## config.mk

```make
export PLATFORM = sky130hd
export DESIGN_NAME = div_seq_flat
export DESIGN_NICKNAME = d
export VERILOG_FILES = /design/src/rtl/div_pkg.sv /design/src/rtl/div_if.sv /design/src/rtl/div_step.sv /design/src/rtl/div_seq.sv /design/src/flat_wrapper.sv
export SDC_FILE = /design/constraint.sdc
export NUM_CORES = 1
export LEC_CHECK = 0
export ABC_AREA = 1
export CAP_MARGIN = 40
export CORE_UTILIZATION = 43
export DETAILED_ROUTE_END_ITERATION = 6
export PLACE_DENSITY = 0.7
export SLEW_MARGIN = 10
export SYNTH_ARGS = -nofsm -noshare
export SYNTH_HDL_FRONTEND = slang
export SYNTH_SLANG_ARGS = --single-unit
export TNS_END_PERCENT = 5
```

## constraint.sdc

```tcl
create_clock -name clk -period 8.5 [get_ports clk]
set_clock_uncertainty 0.15 [all_clocks]
set_input_delay 1.275 -clock clk [delete_from_list [all_inputs] [get_ports clk]]
set_output_delay 1.275 -clock clk [all_outputs]
set_load 0.005 [all_outputs]
```

## src/rtl/div_pkg.sv

```systemverilog
// div_pkg: shared types and helpers for the sequential divider.
//   div_state_t  : controller states (IDLE, RUN, FIN)
//   DIV_WIDTH_DEF: default operand width
//   dz_quot_bit  : bit i of the quotient reported for a zero divisor
package div_pkg;

  typedef enum logic [1:0] {
    IDLE = 2'd0,
    RUN  = 2'd1,
    FIN  = 2'd2
  } div_state_t;

  localparam int DIV_WIDTH_DEF = 32;

  // Zero-divisor quotient: all ones (-1), or +1 when a signed dividend is
  // negative. Evaluated per bit so callers of any width avoid slicing.
  function automatic logic dz_quot_bit(input logic x_neg, input int i);
    return x_neg ? (i == 0) : 1'b1;
  endfunction

endpackage

```

## src/rtl/div_if.sv

```systemverilog
// div_if: start/operand/result bundle of div_seq.
//   en, x, y          : start request and operands (master -> slave)
//   q, r, done, busy, dz : results and status       (slave -> master)
interface div_if
  import div_pkg::*;
#(
  parameter int WIDTH = DIV_WIDTH_DEF
);

  logic             en;
  logic [WIDTH-1:0] x;
  logic [WIDTH-1:0] y;
  logic [WIDTH-1:0] q;
  logic [WIDTH-1:0] r;
  logic             done;
  logic             busy;
  logic             dz;

  modport master (output en, x, y, input q, r, done, busy, dz);
  modport slave  (input en, x, y, output q, r, done, busy, dz);

endinterface

```

## src/rtl/div_step.sv

```systemverilog
// div_step: one restoring-division iteration (combinational).
//   rem_i/quo_i : partial remainder and dividend/quotient shift register
//   dvs_i       : divisor
//   rem_o/quo_o : values after shift, compare and conditional subtract
module div_step #(
  parameter int WIDTH = 32
) (
  input  logic [WIDTH-1:0] rem_i,
  input  logic [WIDTH-1:0] quo_i,
  input  logic [WIDTH-1:0] dvs_i,
  output logic [WIDTH-1:0] rem_o,
  output logic [WIDTH-1:0] quo_o
);

  logic [WIDTH:0]   shifted;
  logic [WIDTH-1:0] diff;
  logic             ge;

  always_comb begin
    // One extra bit so a remainder above half-range still compares correctly.
    shifted = {rem_i, quo_i[WIDTH-1]};
    ge      = (shifted >= {1'b0, dvs_i});
    // When ge holds the true difference is below the divisor, so the low
    // WIDTH bits of the subtraction are exact.
    diff    = shifted[WIDTH-1:0] - dvs_i;
    rem_o   = ge ? diff : shifted[WIDTH-1:0];
    quo_o   = {quo_i[WIDTH-2:0], ge};
  end

endmodule

```

## src/rtl/div_seq.sv

```systemverilog
// div_seq: multi-cycle restoring divider, one quotient bit per clock.
//   clk, rst : clock, asynchronous active-high reset
//   bus      : div_if slave (en/x/y in; q/r/done/busy/dz out)
// A start is accepted in IDLE; WIDTH RUN cycles, one FIN cycle, then done
// pulses with q/r/dz, which hold until the next completion.
// Optional macro DIV_SIGNED_EN: two's-complement operands, quotient truncated
// toward zero, remainder carrying the dividend's sign.
module div_seq
  import div_pkg::*;
#(
  parameter int WIDTH = DIV_WIDTH_DEF
) (
  input logic  clk,
  input logic  rst,
  div_if.slave bus
);

  localparam int CNT_W = $clog2(WIDTH + 1);

  div_state_t       state_q, state_d;
  logic [CNT_W-1:0] cnt_q, cnt_d;
  logic [WIDTH-1:0] rem_q, rem_d;
  logic [WIDTH-1:0] quo_q, quo_d;
  logic [WIDTH-1:0] dvs_q, dvs_d;
  logic [WIDTH-1:0] q_q, q_d;
  logic [WIDTH-1:0] r_q, r_d;
  logic             done_q, done_d;
  logic             busy_q, busy_d;
  logic             dz_q, dz_d;
  logic [WIDTH-1:0] step_rem, step_quo;
  logic [WIDTH-1:0] q_fix, r_fix;
  logic             dz_neg;
`ifdef DIV_SIGNED_EN
  logic             xneg_q, xneg_d;
  logic             qneg_q, qneg_d;
`endif

  div_step #(.WIDTH(WIDTH)) u_step (
    .rem_i (rem_q),
    .quo_i (quo_q),
    .dvs_i (dvs_q),
    .rem_o (step_rem),
    .quo_o (step_quo)
  );

  // Final sign correction, applied as results are registered in FIN.
  always_comb begin
`ifdef DIV_SIGNED_EN
    q_fix  = qneg_q ? (~quo_q + 1'b1) : quo_q;
    r_fix  = xneg_q ? (~rem_q + 1'b1) : rem_q;
    dz_neg = xneg_q;
`else
    q_fix  = quo_q;
    r_fix  = rem_q;
    dz_neg = 1'b0;
`endif
  end

  always_comb begin
    state_d = state_q;
    cnt_d   = cnt_q;
    rem_d   = rem_q;
    quo_d   = quo_q;
    dvs_d   = dvs_q;
    q_d     = q_q;
    r_d     = r_q;
    done_d  = 1'b0;
    busy_d  = busy_q;
    dz_d    = dz_q;
`ifdef DIV_SIGNED_EN
    xneg_d  = xneg_q;
    qneg_d  = qneg_q;
`endif
    case (state_q)
      IDLE: begin
        if (bus.en) begin
`ifdef DIV_SIGNED_EN
          // Divide magnitudes; MIN's magnitude is exact as an unsigned value.
          xneg_d = bus.x[WIDTH-1];
          qneg_d = bus.x[WIDTH-1] ^ bus.y[WIDTH-1];
          quo_d  = bus.x[WIDTH-1] ? (~bus.x + 1'b1) : bus.x;
          dvs_d  = bus.y[WIDTH-1] ? (~bus.y + 1'b1) : bus.y;
`else
          quo_d  = bus.x;
          dvs_d  = bus.y;
`endif
          rem_d   = '0;
          cnt_d   = CNT_W'(WIDTH);
          busy_d  = 1'b1;
          state_d = RUN;
        end
      end
      RUN: begin
        rem_d = step_rem;
        quo_d = step_quo;
        cnt_d = cnt_q - 1'b1;
        if (cnt_q == CNT_W'(1)) begin
          busy_d  = 1'b0;
          state_d = FIN;
        end
      end
      FIN: begin
        q_d    = q_fix;
        r_d    = r_fix;
        dz_d   = (dvs_q == '0);
        // A zero divisor leaves x in the remainder naturally; the quotient
        // pattern is forced so it does not depend on iteration details.
        if (dvs_q == '0) begin
          for (int i = 0; i < WIDTH; i++) q_d[i] = dz_quot_bit(dz_neg, i);
        end
        done_d  = 1'b1;
        state_d = IDLE;
      end
      default: state_d = IDLE;
    endcase
  end

  always_ff @(posedge clk or posedge rst) begin
    if (rst) begin
      state_q <= IDLE;
      cnt_q   <= '0;
      rem_q   <= '0;
      quo_q   <= '0;
      dvs_q   <= '0;
      q_q     <= '0;
      r_q     <= '0;
      done_q  <= 1'b0;
      busy_q  <= 1'b0;
      dz_q    <= 1'b0;
`ifdef DIV_SIGNED_EN
      xneg_q  <= 1'b0;
      qneg_q  <= 1'b0;
`endif
    end else begin
      state_q <= state_d;
      cnt_q   <= cnt_d;
      rem_q   <= rem_d;
      quo_q   <= quo_d;
      dvs_q   <= dvs_d;
      q_q     <= q_d;
      r_q     <= r_d;
      done_q  <= done_d;
      busy_q  <= busy_d;
      dz_q    <= dz_d;
`ifdef DIV_SIGNED_EN
      xneg_q  <= xneg_d;
      qneg_q  <= qneg_d;
`endif
    end
  end

  assign bus.q    = q_q;
  assign bus.r    = r_q;
  assign bus.done = done_q;
  assign bus.busy = busy_q;
  assign bus.dz   = dz_q;

endmodule
```

## src/flat_wrapper.sv

```systemverilog
// flat-port wrapper written by rule: the top's interface ports become plain ports
module div_seq_flat import div_pkg::*;
#(
  parameter int WIDTH = DIV_WIDTH_DEF
)
  (clk, rst, bus_en, bus_x, bus_y, bus_q, bus_r, bus_done, bus_busy, bus_dz);
  div_if #(.WIDTH(WIDTH)) bus_i ();
  input logic clk;
  input logic rst;
  input wire logic [$bits(bus_i.en)-1:0] bus_en;
  input wire logic [$bits(bus_i.x)-1:0] bus_x;
  input wire logic [$bits(bus_i.y)-1:0] bus_y;
  output wire logic [$bits(bus_i.q)-1:0] bus_q;
  output wire logic [$bits(bus_i.r)-1:0] bus_r;
  output wire logic [$bits(bus_i.done)-1:0] bus_done;
  output wire logic [$bits(bus_i.busy)-1:0] bus_busy;
  output wire logic [$bits(bus_i.dz)-1:0] bus_dz;
  assign bus_i.en = bus_en;
  assign bus_i.x = bus_x;
  assign bus_i.y = bus_y;
  assign bus_q = bus_i.q;
  assign bus_r = bus_i.r;
  assign bus_done = bus_i.done;
  assign bus_busy = bus_i.busy;
  assign bus_dz = bus_i.dz;
  div_seq #(.WIDTH(WIDTH)) u_core (.clk(clk), .rst(rst), .bus(bus_i));
endmodule
```

==> results, run 1 <==
- Walking the worst path, the cells encountered are ha_1 -> nand2_1 -> inv_2 -> nand2_1 -> nand2_1 -> inv_1 -> nand3_2 -> nand2_2 -> nand2_2 -> nand2_2 -> nand2_4 -> nand2_1 -> nand2_1 -> nand2_1 -> nand2_1.
- The biggest area contributor in the post-synthesis netlist is dfrtp_1.
- Clock tree synthesis selected as its root buffer the cell clkbuf_16.
- The worst hold path belongs to the class reg -> reg.
- The final critical-path share of the clock period is 37.7%.
- The library cells used most frequently in the layout, excluding fill and tap cells, are nand2_1, inv_1, dfrtp_1.
- Summed over all cells, the static leakage comes to 6.04 nW.
- The portion of total power attributed to combinational logic is 3.0%.
- In the routed design, unresolved DRC markers number 0.
- The worst stage delay on the critical path is 590 ps.
- In the final routed layout, each cell accounts on average for 14.9 um.
- Across all layers, the routed design uses 8729 vias.
- The first-iteration detailed-routing DRC count is 538.
- The startpoint identified for the worst register-to-register timing path is u_core.r_fix[7].
- The maximum fanout count along the critical path is 33.
- Once the floorplan was initialized, standard cells occupied 43.9% of the core.
- The flow ran to the end, and the final reports show no timing, DRC or antenna violations.
- Buffers added to address setup during post-CTS repair amount to 0.
- The synthesized netlist occupies a cell area of 0.00961 mm^2.
- The number of nets in the layout is 1535.
- Of the cells placed in the final design, the portion with a size suffix greater than 1 is 4.56%.
- The internal cell power is 0.00125 W.
- The number of nets handed over by synthesis was 1419.
- The net switching fraction of the power is 25.3%.
- The power density of the placed cells is 141 mW/mm^2.
- The worst-case IR drop observed on VDD is 0.114 mV.
- The mean number of vias per cell is 5.06.
- The warning count from the yosys run is 0.
- After legalization and detailed placement, the total HPWL measured 18500 um.
- The measured slew at the worst slew-check pin is 795 ps.
- The worst setup path is captured at a register.
- The floorplan step set the die height to 151 um.
- The number of max-slew violations in the final report was 0.
- The detail route stage leaves a number of antenna-violating nets equal to 0.
- The residual overflow from global routing is 0.
- The horizontal die dimension is 151 um.
- The post-CTS resize count is 0.
- Based on the critical path, the design can be clocked at up to 312 MHz.
- Across the run, the number of max-cap violations was 0.
- The accumulated negative setup slack is 0 ps.
- The first detailed-routing pass took 5 iterations.
- Counting I/O delays and the setup requirement, the final critical path takes 3200 ps.
- The sort of element at the start of the critical path is a register.
- The area of the die is 0.0229 mm^2.
- After synthesis, the largest area contributor takes up 44.5% of total cell area.
- The critical path start-end classification is reg -> reg.
- The first global-routing pass estimated 41800 um of wire.
- STA puts the critical path data required time at 8680 ps.
- The clock transition at the registers of the reported paths is 80 ps.
- The worst reg-to-reg setup slack is 5300 ps.
- From synthesis to final layout, the design area changed by 23.6%.
- After technology mapping, the gate count stands at 1317.
- For the worst flop-to-flop path, the logic depth is 15.
- TritonCTS built the clock tree.
- The area of the core is 0.0219 mm^2.
- The routed wire length is 25800 um.
- Setup violations remaining at the end of the flow were counted as 0.
- CTS built an H-tree with a depth of 4.
- Leaving out fill and tap cells, the most frequent cell in the layout is nand2_1.
- The most critical setup path has its endpoint at u_core.r_fix[28].
- The share of power burned in the clock network is 48.4%.
- During I/O placement, the number of pins put on the boundary was 134.
- Entering global routing, the biggest net connects 83 pins.
- The routability congestion estimate from global placement is 0.936.
- Clock tree synthesis inserted a total of 17 buffers.
- The worst hold margin is 339 ps.
- The TritonCTS sink count is 171.
- The number of standard-cell rows in the floorplan is 54.
- The number of antenna violations at the first check in global routing is 0.
- Setup repair after global routing left no endpoint under its margin.
- The cell repeated most along the worst path is nand2_1.
- Counting flops and latches in the post-synthesis netlist gives 171.
- The slowest cell on the critical path is nand2_2.
- The average size of a mapped cell is 7.30 um^2.
- The number of port buffers is 133.
- The largest buffer count on any clock path is 2.
- 0 antenna diodes ended up in the layout.
- Sequential cells burn 48.6% of the power.
- The part of the Yosys area used for sequential elements is 44.5%.
- The latest clock arrival within the worst-skew pair is 430 ps.
- The end of the worst register-to-register path is u_core.r_fix[28].
- Yosys attributes the largest share of cell area to dfrtp_1, nand2_1, inv_1, nand3_1, o21ai_0.
- The number of hold buffers added after CTS was 0.
- The worst pin sits at a relative slew slack of 46.8%.
- In this run the worst setup path begins at u_core.r_fix[7].
- The count of different cell masters after synthesis is 37.
- The total count of hold-check failures in the final report is 0.
- The via count of the first global-routing pass is 8394.
- In the global route stage, overall resource usage came out at 23.4%.
- The net switching component of the power is 0.000423 W.
- The data arrival time of the worst path is 3380 ps.
-- routing by layer --
| layer | wire [um] | part of all wire, % | track usage (%) | vias up |
|---|---|---|---|---|
| met2 | 11900 | 46 | 37.8 | 213 |
| met4 | 417 | 1.6 | 6.15 | 0 |
| met5 | 0 | 0 | 0 | - |
| met1 | 12400 | 48 | 32.9 | 4098 |
| li1 | - | - | - | 4388 |
| met3 | 996 | 3.9 | 3.08 | 30 |
-- critical path: cells and delay by family, from the launching register on --
family        cells  cell delay, ps
simple gates     12            2090
fa+ha+maj         1             370
flops             1             380
buf+inv           2             110
-- area by class of cell --
cell class                      count  area (um^2)
Timing Repair Buffer              145         1490
Fill cell                        2114        10000
Inverter                          200          756
Clock inverter                     15          206
Multi-Input combinational cell    898         4370
Tap cell                          280          350
Clock buffer                       17          425
Sequential cell                   171         4280
-- cell families (layout without fill, tap and decap cells) --
family | count (synthesis) | count (layout) | synth area share [%]
fa+ha+maj | 35 | 35 | 4.64
mux | 2 | 2 | 0.208
simple gates | 666 | 666 | 28.6
xor+xnor | 14 | 14 | 1.28
compound gates | 181 | 181 | 10.6
buf+inv | 248 | 377 | 10.1
flops | 171 | 171 | 44.5
-- synth_stat cells, drive strengths merged --
cell type / number
and2: 2
xor2: 2
mux2i: 2
inv: 199
o211ai: 18
nand4: 10
nand2: 452
xnor2: 12
a21oi: 23
fa: 1
clkinv: 1
buf: 16
o21ai: 114
nor2: 80
a21o: 1
nand3: 99
o21bai: 2
nand3b: 8
o221ai: 5
dfrtp: 171
or2: 1
nor4: 3
clkbuf: 32
o22ai: 1
nor3: 11
a22oi: 17
ha: 34
-- power by group through the flow --
stage               Combinational, W  Clock, W  Sequential, W
floorplan                  0.0000119         0       0.000829
global placement           0.0000498         0       0.000829
detailed placement         0.0000514         0       0.000829
CTS                        0.0000517  0.000825       0.000813
global route               0.0000551  0.000854       0.000813
finish                     0.0000499  0.000810       0.000813
-- state kept, by name, indices dropped and copies added (netlist names) --
register,cells
u_core.r_fix,32
u_core.cnt_q,6
u_core.state_q,2
u_core.bus.done,1
u_core.bus.dz,1
u_core.bus.r,32
u_core.q_fix,32
u_core.dvs_q,32
u_core.bus.q,32
u_core.bus.busy,1
-- how the worst min path moves through the flow --
stage,startpoint,to,slack [ps],cells past startpoint
final,u_core.bus.r[9],u_core.bus.r[9],340,2
after global routing,u_core.bus.r[29],u_core.bus.r[29],360,2
after detailed placement,u_core.bus.r[9],u_core.bus.r[9],320,2
after global placement,u_core.bus.r[24],u_core.bus.r[24],320,2
after floorplan,u_core.cnt_q[5],u_core.cnt_q[5],300,1
after CTS,u_core.bus.r[9],u_core.bus.r[9],340,2
-- through the flow --
| stage | power, W | cell area (um^2) | utilization [%] | setup WS, ps | std cells |
|---|---|---|---|---|---|
| floorplan | 0.000841 | 9610 | - | 2440 | 1317 |
| global placement | 0.000879 | 11100 | 50.9 | 5000 | 1689 |
| detailed placement | 0.000880 | 11200 | 51.4 | 5150 | 1694 |
| CTS | 0.00169 | 11900 | 54.2 | 5290 | 1726 |
| global route | 0.00172 | 11900 | 54.2 | 5020 | 1726 |
| finish | 0.00167 | 11900 | 54.2 | 5300 | 1726 |
Note: power is estimated with default switching activity, not from simulation.
==> run 2, diff against run 1 <==
==> constraint.sdc (replaced) <==
create_clock -name clk -period 3.4 [get_ports clk]
set_clock_uncertainty 0.15 [all_clocks]
set_input_delay 0.51 -clock clk [delete_from_list [all_inputs] [get_ports clk]]
set_output_delay 0.51 -clock clk [all_outputs]
set_load 0.005 [all_outputs]
==> run 2 against run 1 <==
Net effect: count of clock-buffer cells in the layout unchanged; wire length increased by 0.37%; register-to-register slack got worse by 4700 ps; sequential power increased by 150%; worst hold slack got worse by 7.2 ps; worst setup slack got worse by 4700 ps; maximum frequency increased by 14%; core utilization decreased by 0.091 points; first-iteration DRC count increased by 28%; total power increased to 2.5 times the previous value; flip-flop and latch count unchanged; critical path type unchanged; largest cell class unchanged; highest routed layer unchanged.
==> results, run 2 (same netlist as run 1, synthesis figures left out) <==
- The flow ran to the end, and the final reports show no timing, DRC or antenna violations.
- The critical path is of the reg -> reg type.
- The number of cells on the worst reg-to-reg path is 10 (-5).
- Traced cell by cell, the critical path runs through ha_1 -> nand2_1 -> nor2_1 -> inv_1 -> nor4_2 -> nand2_2 -> nand2_4 -> nand3_1 -> nand2_1 -> nand2_1.
- The end of the worst register-to-register path is u_core.r_fix[25].
- The path category of the worst min-delay check is reg -> reg.
- The net switching fraction of the power was 25.7% (+0.35 points).
- The number of clock buffers inserted by TritonCTS is 17 (unchanged).
- The worst stage delay on the critical path is 400 ps (-190 ps).
- The routability congestion estimate from global placement is 0.896 (-4.3%).
- The routed wire length is 25900 um (+0.37%).
- The final critical-path share of the clock period was 82.6% (+45 points).
- The power density of the placed cells is 355 mW/mm^2 (+150%).
- The maximum fanout count along the critical path is 33 (unchanged).
- The buffer type at the clock tree root is clkbuf_16.
- The total DRC errors in the routed layout came to 0 (unchanged).
- The worst reg-to-reg setup slack is 590 ps (-4710 ps).
- The measured slew at the worst slew-check pin is 768 ps (-26.6 ps).
- The worst setup path is captured at a register.
- The global-route total usage across every layer was 23.9% (+0.48 points).
- The worst min-delay path startpoint is u_core.bus.r[3].
- The TritonCTS clock tree is done.
- The cell count of the worst hold path was 2 (unchanged).
- The number of nets in the layout came to 1535 (unchanged).
- The number of max-slew violations in the final report was 0 (unchanged).
- The cell count after placement is 1694 (unchanged).
- The count of buffers added by post-CTS timing repair for setup is 0 (unchanged).
- The sort of element at the start of the critical path is a register.
- The area of the die came to 0.0229 mm^2 (unchanged).
- The number of port buffers is 133 (unchanged).
- The initial core utilization is 43.9% (unchanged).
- The net switching component of the power is 0.00108 W (+150%).
- The post-route minimum period is 2810 ps (-392 ps).
- Leaving out fill and tap cells, the most frequent cell in the layout is nand2_1.
- The achievable clock frequency is 356 MHz (+14%).
- The share of power burned in the clock network came to 48.7% (+0.3 points).
- The floorplan die height is 151 um (unchanged).
- Setup repair after global routing left no endpoint under its margin.
- The latest clock arrival within the worst-skew pair is 440 ps (about the same).
- The via count of the first global-routing pass came to 8469 (+0.89%).
- The number of setup violations in the final report is 0 (unchanged).
- The residual overflow from global routing came to 0 (unchanged).
- The relative max-transition margin is 48.8% (+2.0 points).
- The antenna diode count was 0 (unchanged).
- The routed length per instance is 15.0 um (+0.37%).
- The worst reg2reg path startpoint is u_core.r_fix[21].
- The horizontal die dimension is 151 um (unchanged).
- The number of vias after detailed routing is 8665 (-0.73%).
- The data required time of the critical path is 3580 ps (-5100 ps).
- The portion of total power attributed to combinational logic is 2.9% (about the same).
- The TritonCTS sink count is 171 (unchanged).
- The maximum number of pins on one net before global-route repair is 98 (+18%).
- The leakage power is 6.02 nW (-0.33%).
- The number of maximum-capacitance constraint violations was 0 (unchanged).
- The count of antenna-violating nets left after detailed routing is 0 (unchanged).
- The number of optimization iterations in the first detailed-route pass is 5 (unchanged).
- The wire length of the first global-routing pass is 42700 um (+2.2%).
- The post-CTS resize count was 0 (unchanged).
- The first-iteration detailed-routing DRC count is 687 (+28%).
- The data arrival time of the worst path is 2990 ps (-390 ps).
- The clock transition at the registers of the reported paths is 80 ps (about the same).
- The accumulated negative setup slack is 0 ps (unchanged).
- The largest buffer count on any clock path is 2 (unchanged).
- The highest ir drop seen on vdd was 0.315 mV (+180%).
- The post-detailed-placement half-perimeter wirelength was 18400 um (-0.57%).
- The endpoint of the worst hold-timing path is u_core.bus.r[3].
- The hold-fix buffer count after cts was 0 (unchanged).
- The slowest cell on the critical path is dfrtp_1.
- The area of the core is 0.0219 mm^2 (unchanged).
- The mean number of vias per cell is 5.02 (-0.73%).
- The sequential share of power is 48.3% (-0.3 points).
- The count of H-tree levels built during CTS is 4 (unchanged).
- The total count of hold-check failures in the final report is 0 (unchanged).
- The final instance count without filler cells is 1726 (unchanged).
- The cell repeated most along the worst path is nand2_1.
- The number of standard-cell rows in the floorplan is 54 (unchanged).
- The number of placed I/O pins is 134 (unchanged).
- Compared with the post-synthesis result, the final layout area differs by 23.4%.
- In the layout the commonest cells are nand2_1, inv_1, dfrtp_1.
- The internal cell power was 0.00312 W (+150%).
- The fraction of final layout cells with drive strength greater than 1 came to 4.56% (unchanged).
- The number of antenna violations at the first check in global routing was 0 (unchanged).
run 2: cell count changes in the layout (fill, tap and decap cells not counted), sizes merged:
cell,before,now
inv,206,203
clkinv,9,10
clkinvlp,0,2
run 2: worst max path at each step:
| stage | start | cells after the start | end | slack (ps) |
|---|---|---|---|---|
| after floorplan | rst | 1 | u_core.bus.busy | 560 |
| after global placement | u_core.r_fix[22] | 10 | u_core.r_fix[25] | 690 |
| after detailed placement | u_core.r_fix[22] | 10 | u_core.r_fix[25] | 660 |
| after CTS | u_core.r_fix[22] | 10 | u_core.r_fix[25] | 620 |
| after global routing | u_core.r_fix[24] | 13 | u_core.r_fix[28] | 400 |
| final | u_core.r_fix[21] | 10 | u_core.r_fix[25] | 590 |
run 2: per-layer routing:
metal	wire (um)	vias up	track usage [%]
li1	-	4403	-
met1	12700	4048	34.2
met2	11700	182	37.5
met5	0	-	0
met4	451	0	7.10
met3	988	32	3.05
run 2: metrics by stage:
stage | setup slack, ps | power [W] | area (um^2) | hold slack [ps] | utilization (%)
floorplan | 557 | 0.00210 | 9610 | 303 | -
global placement | 686 | 0.00220 | 11200 | 316 | 51.2
detailed placement | 663 | 0.00220 | 11200 | 315 | 51.2
CTS | 619 | 0.00424 | 11900 | 341 | 54.1
global route | 402 | 0.00434 | 11900 | 353 | 54.1
finish | 591 | 0.00420 | 11900 | 332 | 54.1
run 2: area by class of cell:
cell class / instances / area [um^2]
inverters: 200 / 754
repair buffers: 145 / 1460
clock inverters: 15 / 215
multi-input cells: 898 / 4370
clock buffers: 17 / 425
fillers: 2182 / 10000
well taps: 280 / 350
flip-flops and latches: 171 / 4280
run 2: worst max-delay path: cells and delay by family (launching register included):
family | cells | cell delay [ps]
and+or+nand+nor | 8 | 1640
DFF | 1 | 400
adders and majority gates | 1 | 380
buffers and inverters | 1 | 130
run 2: power groups by stage:
| stage | combinational, W | sequential, W | clock (W) |
|---|---|---|---|
| 2_1_floorplan | 0.0000301 | 0.00207 | 0 |
| 3_3_place_gp | 0.000126 | 0.00207 | 0 |
| 3_5_place_dp | 0.000127 | 0.00207 | 0 |
| 4_1_cts | 0.000127 | 0.00203 | 0.00208 |
| 5_1_grt | 0.000137 | 0.00203 | 0.00217 |
| 6_report | 0.000123 | 0.00203 | 0.00205 |
==> run 3, diff against run 2 <==
==> constraint.sdc (replaced) <==
create_clock -name clk -period 2.89 [get_ports clk]
set_clock_uncertainty 0.15 [all_clocks]
set_input_delay 0.4335 -clock clk [delete_from_list [all_inputs] [get_ports clk]]
set_output_delay 0.4335 -clock clk [all_outputs]
set_load 0.005 [all_outputs]
==> run 3 against run 2 <==
Net effect: sequential power grew 18%; combinational power up 20%; worst hold slack worse by 77 ps; global-route usage fell by 0.68 points.
==> results, run 3 (same netlist as run 1, synthesis figures left out) <==
- The post-CTS resize count is 0 (unchanged).
- The area of the die is 0.0229 mm^2 (unchanged).
- The routed length per instance came to 14.8 um (-1.4%).
- The count of H-tree levels built during CTS came to 4 (unchanged).
- The slowest stage of the critical path is the dfrtp_1 cell.
- The accumulated negative setup slack came to 0 ps (unchanged).
- The min-delay analysis places its worst path in the category in -> async.
- The post-route minimum period is 2620 ps (-191 ps).
- The portion of total power attributed to combinational logic was 2.9% (about the same).
- The measured slew at the worst slew-check pin is 575 ps (-194 ps).
- STA classifies the critical path endpoint as a register.
- The number of setup violations in the final report is 0 (unchanged).
- The fraction of final layout cells with drive strength greater than 1 was 5.15% (+0.59 points).
- The library cells used most frequently in the layout, excluding fill and tap cells, are nand2_1, inv_1, dfrtp_1.
- The net switching component of the power is 0.00126 W (+17%).
- The sequential share of power is 46.9% (-1.4 points).
- The number of vias after detailed routing is 8724 (+0.68%).
- The worst stage delay on the critical path is 360 ps (-40 ps).
- The highest ir drop seen on vdd was 0.393 mV (+25%).
- The clock transition at the registers of the reported paths is 80 ps (about the same).
- The maximum number of pins on one net before global-route repair is 68 (-31%).
- The total DRC errors in the routed layout is 0 (unchanged).
- The area of the core is 0.0219 mm^2 (unchanged).
- The leakage power was 6.08 nW (+1.1%).
- The total power was 0.00510 W (+21%).
- The first-iteration detailed-routing DRC count is 569 (-17%).
- The number of port buffers is 133 (unchanged).
- The count of antenna-violating nets left after detailed routing is 0 (unchanged).
- The total count of hold-check failures in the final report is 0 (unchanged).
- The latest clock arrival within the worst-skew pair came to 440 ps (about the same).
- The count of buffers added by post-CTS timing repair for setup is 0 (unchanged).
- The utilization after layout is 54.6% (+0.44 points).
- The multi-input combinational cell area was 0.00437 mm^2 (unchanged).
- The power density of the placed cells is 426 mW/mm^2 (+20%).
- The signal on the critical path passes through inv_1 -> ha_1 -> nand2_1 -> inv_2 -> nand2_1 -> nand2_1 -> inv_1 -> nand3_2 -> nand2_2 -> nand2_2 -> nand2_2 -> nand2_4 -> nand2_1 -> nand2_1 -> nand2_1 -> nand2_1.
- The number of max-slew violations in the final report is 0 (unchanged).
- The relative max-transition margin is 61.6% (+13 points).
- The buffer type at the clock tree root is clkbuf_16.
- The number of placed I/O pins is 134 (unchanged).
- The worst reg-to-reg setup slack is 270 ps (-320 ps).
- The final critical-path share of the clock period is 90.6% (+8.0 points).
- The share of power burned in the clock network is 50.2% (+1.5 points).
- The wire length of the first global-routing pass is 41400 um (-3.1%).
- The residual overflow from global routing is 0 (unchanged).
- The number of optimization iterations in the first detailed-route pass is 5 (unchanged).
- Leaving out fill and tap cells, the most frequent cell in the layout is nand2_1.
- The floorplan die height is 151 um (unchanged).
- The flip-flop and latch area is 0.00428 mm^2 (unchanged).
- The number of antenna violations at the first check in global routing was 0 (unchanged).
- The net switching fraction of the power is 24.7% (-1.0 points).
- The largest buffer count on any clock path came to 2 (unchanged).
- The number of nets in the layout is 1544 (+0.59%).
- The number of standard-cell rows in the floorplan was 54 (unchanged).
- TritonCTS built the clock tree.
- STA classifies the critical path startpoint as a register.
- The via count of the first global-routing pass is 8346 (-1.5%).
- The worst hold margin is 255 ps (-77.2 ps).
- The antenna diode count came to 0 (unchanged).
- The internal cell power was 0.00384 W (+23%).
- The critical path start-end classification is reg -> reg.
- The hold-fix buffer count after cts is 0 (unchanged).
- The routed wire length is 25600 um (-0.84%).
- The number of maximum-capacitance constraint violations is 0 (unchanged).
- The flow ran to the end, and the final reports show no timing, DRC or antenna violations.
- Relative to the synthesized area, the layout overhead comes to 24.4%.
- The achievable clock frequency is 382 MHz (+7.3%).
- The routability congestion estimate from global placement came to 0.931 (+3.9%).
- The count of fill cells added during filler insertion is 2115 (-3.1%).
- The data required time of the critical path is 3060 ps (-520 ps).
- The post-detailed-placement half-perimeter wirelength was 18600 um (+0.89%).
- The horizontal die dimension came to 151 um (unchanged).
- The global-route total usage across every layer came to 23.2% (-0.68 points).
- The initial core utilization is 43.9% (unchanged).
- The mean number of vias per cell is 5.03 (+0.16%).
- Setup repair after global routing left no endpoint under its margin.
- The data arrival time of the worst path is 2790 ps (-200 ps).
- The maximum fanout count along the critical path is 33 (unchanged).
- The number of clock buffers inserted by TritonCTS came to 17 (unchanged).
- The TritonCTS sink count is 171 (unchanged).
- The cell repeated most along the worst path is nand2_1.
[run 3: cell types whose count changed in the layout (fill, tap and decap cells not counted), sizes merged]
| cell | previous run | this run |
|---|---|---|
| clkinv | 10 | 6 |
| buf | 12 | 21 |
| inv | 203 | 206 |
| clkinvlp | 2 | 1 |
| bufinv | 0 | 2 |
[run 3: path summary, 6_finish.rpt]
check,cells after the start,startpoint,to
min in group clk,2,u_core.bus.r[2],u_core.bus.r[2]
setup / recovery,16,u_core.dvs_q[8],u_core.r_fix[28]
hold reg to reg,2,u_core.bus.r[2],u_core.bus.r[2]
max in group asynchronous,3,rst,u_core.r_fix[20]
hold / removal,2,rst,u_core.bus.q[26]
setup reg to reg,16,u_core.dvs_q[8],u_core.r_fix[28]
[run 3: power groups by stage]
stage | Clock (W) | Sequential (W) | Combinational, W
after floorplan | 0 | 0.00244 | 0.0000354
after global placement | 0 | 0.00244 | 0.000151
after detailed placement | 0 | 0.00244 | 0.000151
after CTS | 0.00261 | 0.00239 | 0.000152
after global routing | 0.00270 | 0.00239 | 0.000163
final | 0.00256 | 0.00239 | 0.000147
[run 3: final cells by class]
cell class	count	area share, %
Sequential cell	171	35.8
Clock buffer	17	3.56
Multi-Input combinational cell	898	36.6
Inverter	200	6.31
Clock inverter	15	1.98
Tap cell	280	2.93
Timing Repair Buffer	154	12.8
[run 3: metal layers]
layer  up-vias  part of all wire [%]  track usage (%)
met5         -                     0                0
met4         0                   1.5             6.65
met3        26                   3.9             3.77
met2       195                    46             37.1
met1      4087                    49             32.2
li1       4416                     -                -
[run 3: metrics by stage]
stage	setup WS, ps	cell area, um^2	cells
after floorplan	124	9610	1317
after global placement	342	11300	1702
after detailed placement	304	11300	1703
after CTS	290	12000	1735
after global routing	24.6	12000	1735
final	272	12000	1735
[run 3: worst max-delay path, delay by kind of cell (launching register included)]
kind / cells / cell delay, ps
AND/OR/NAND/NOR: 12 / 1500
flip-flops: 1 / 360
adder cells (fa/ha/maj): 1 / 290
buffers and inverters: 3 / 200
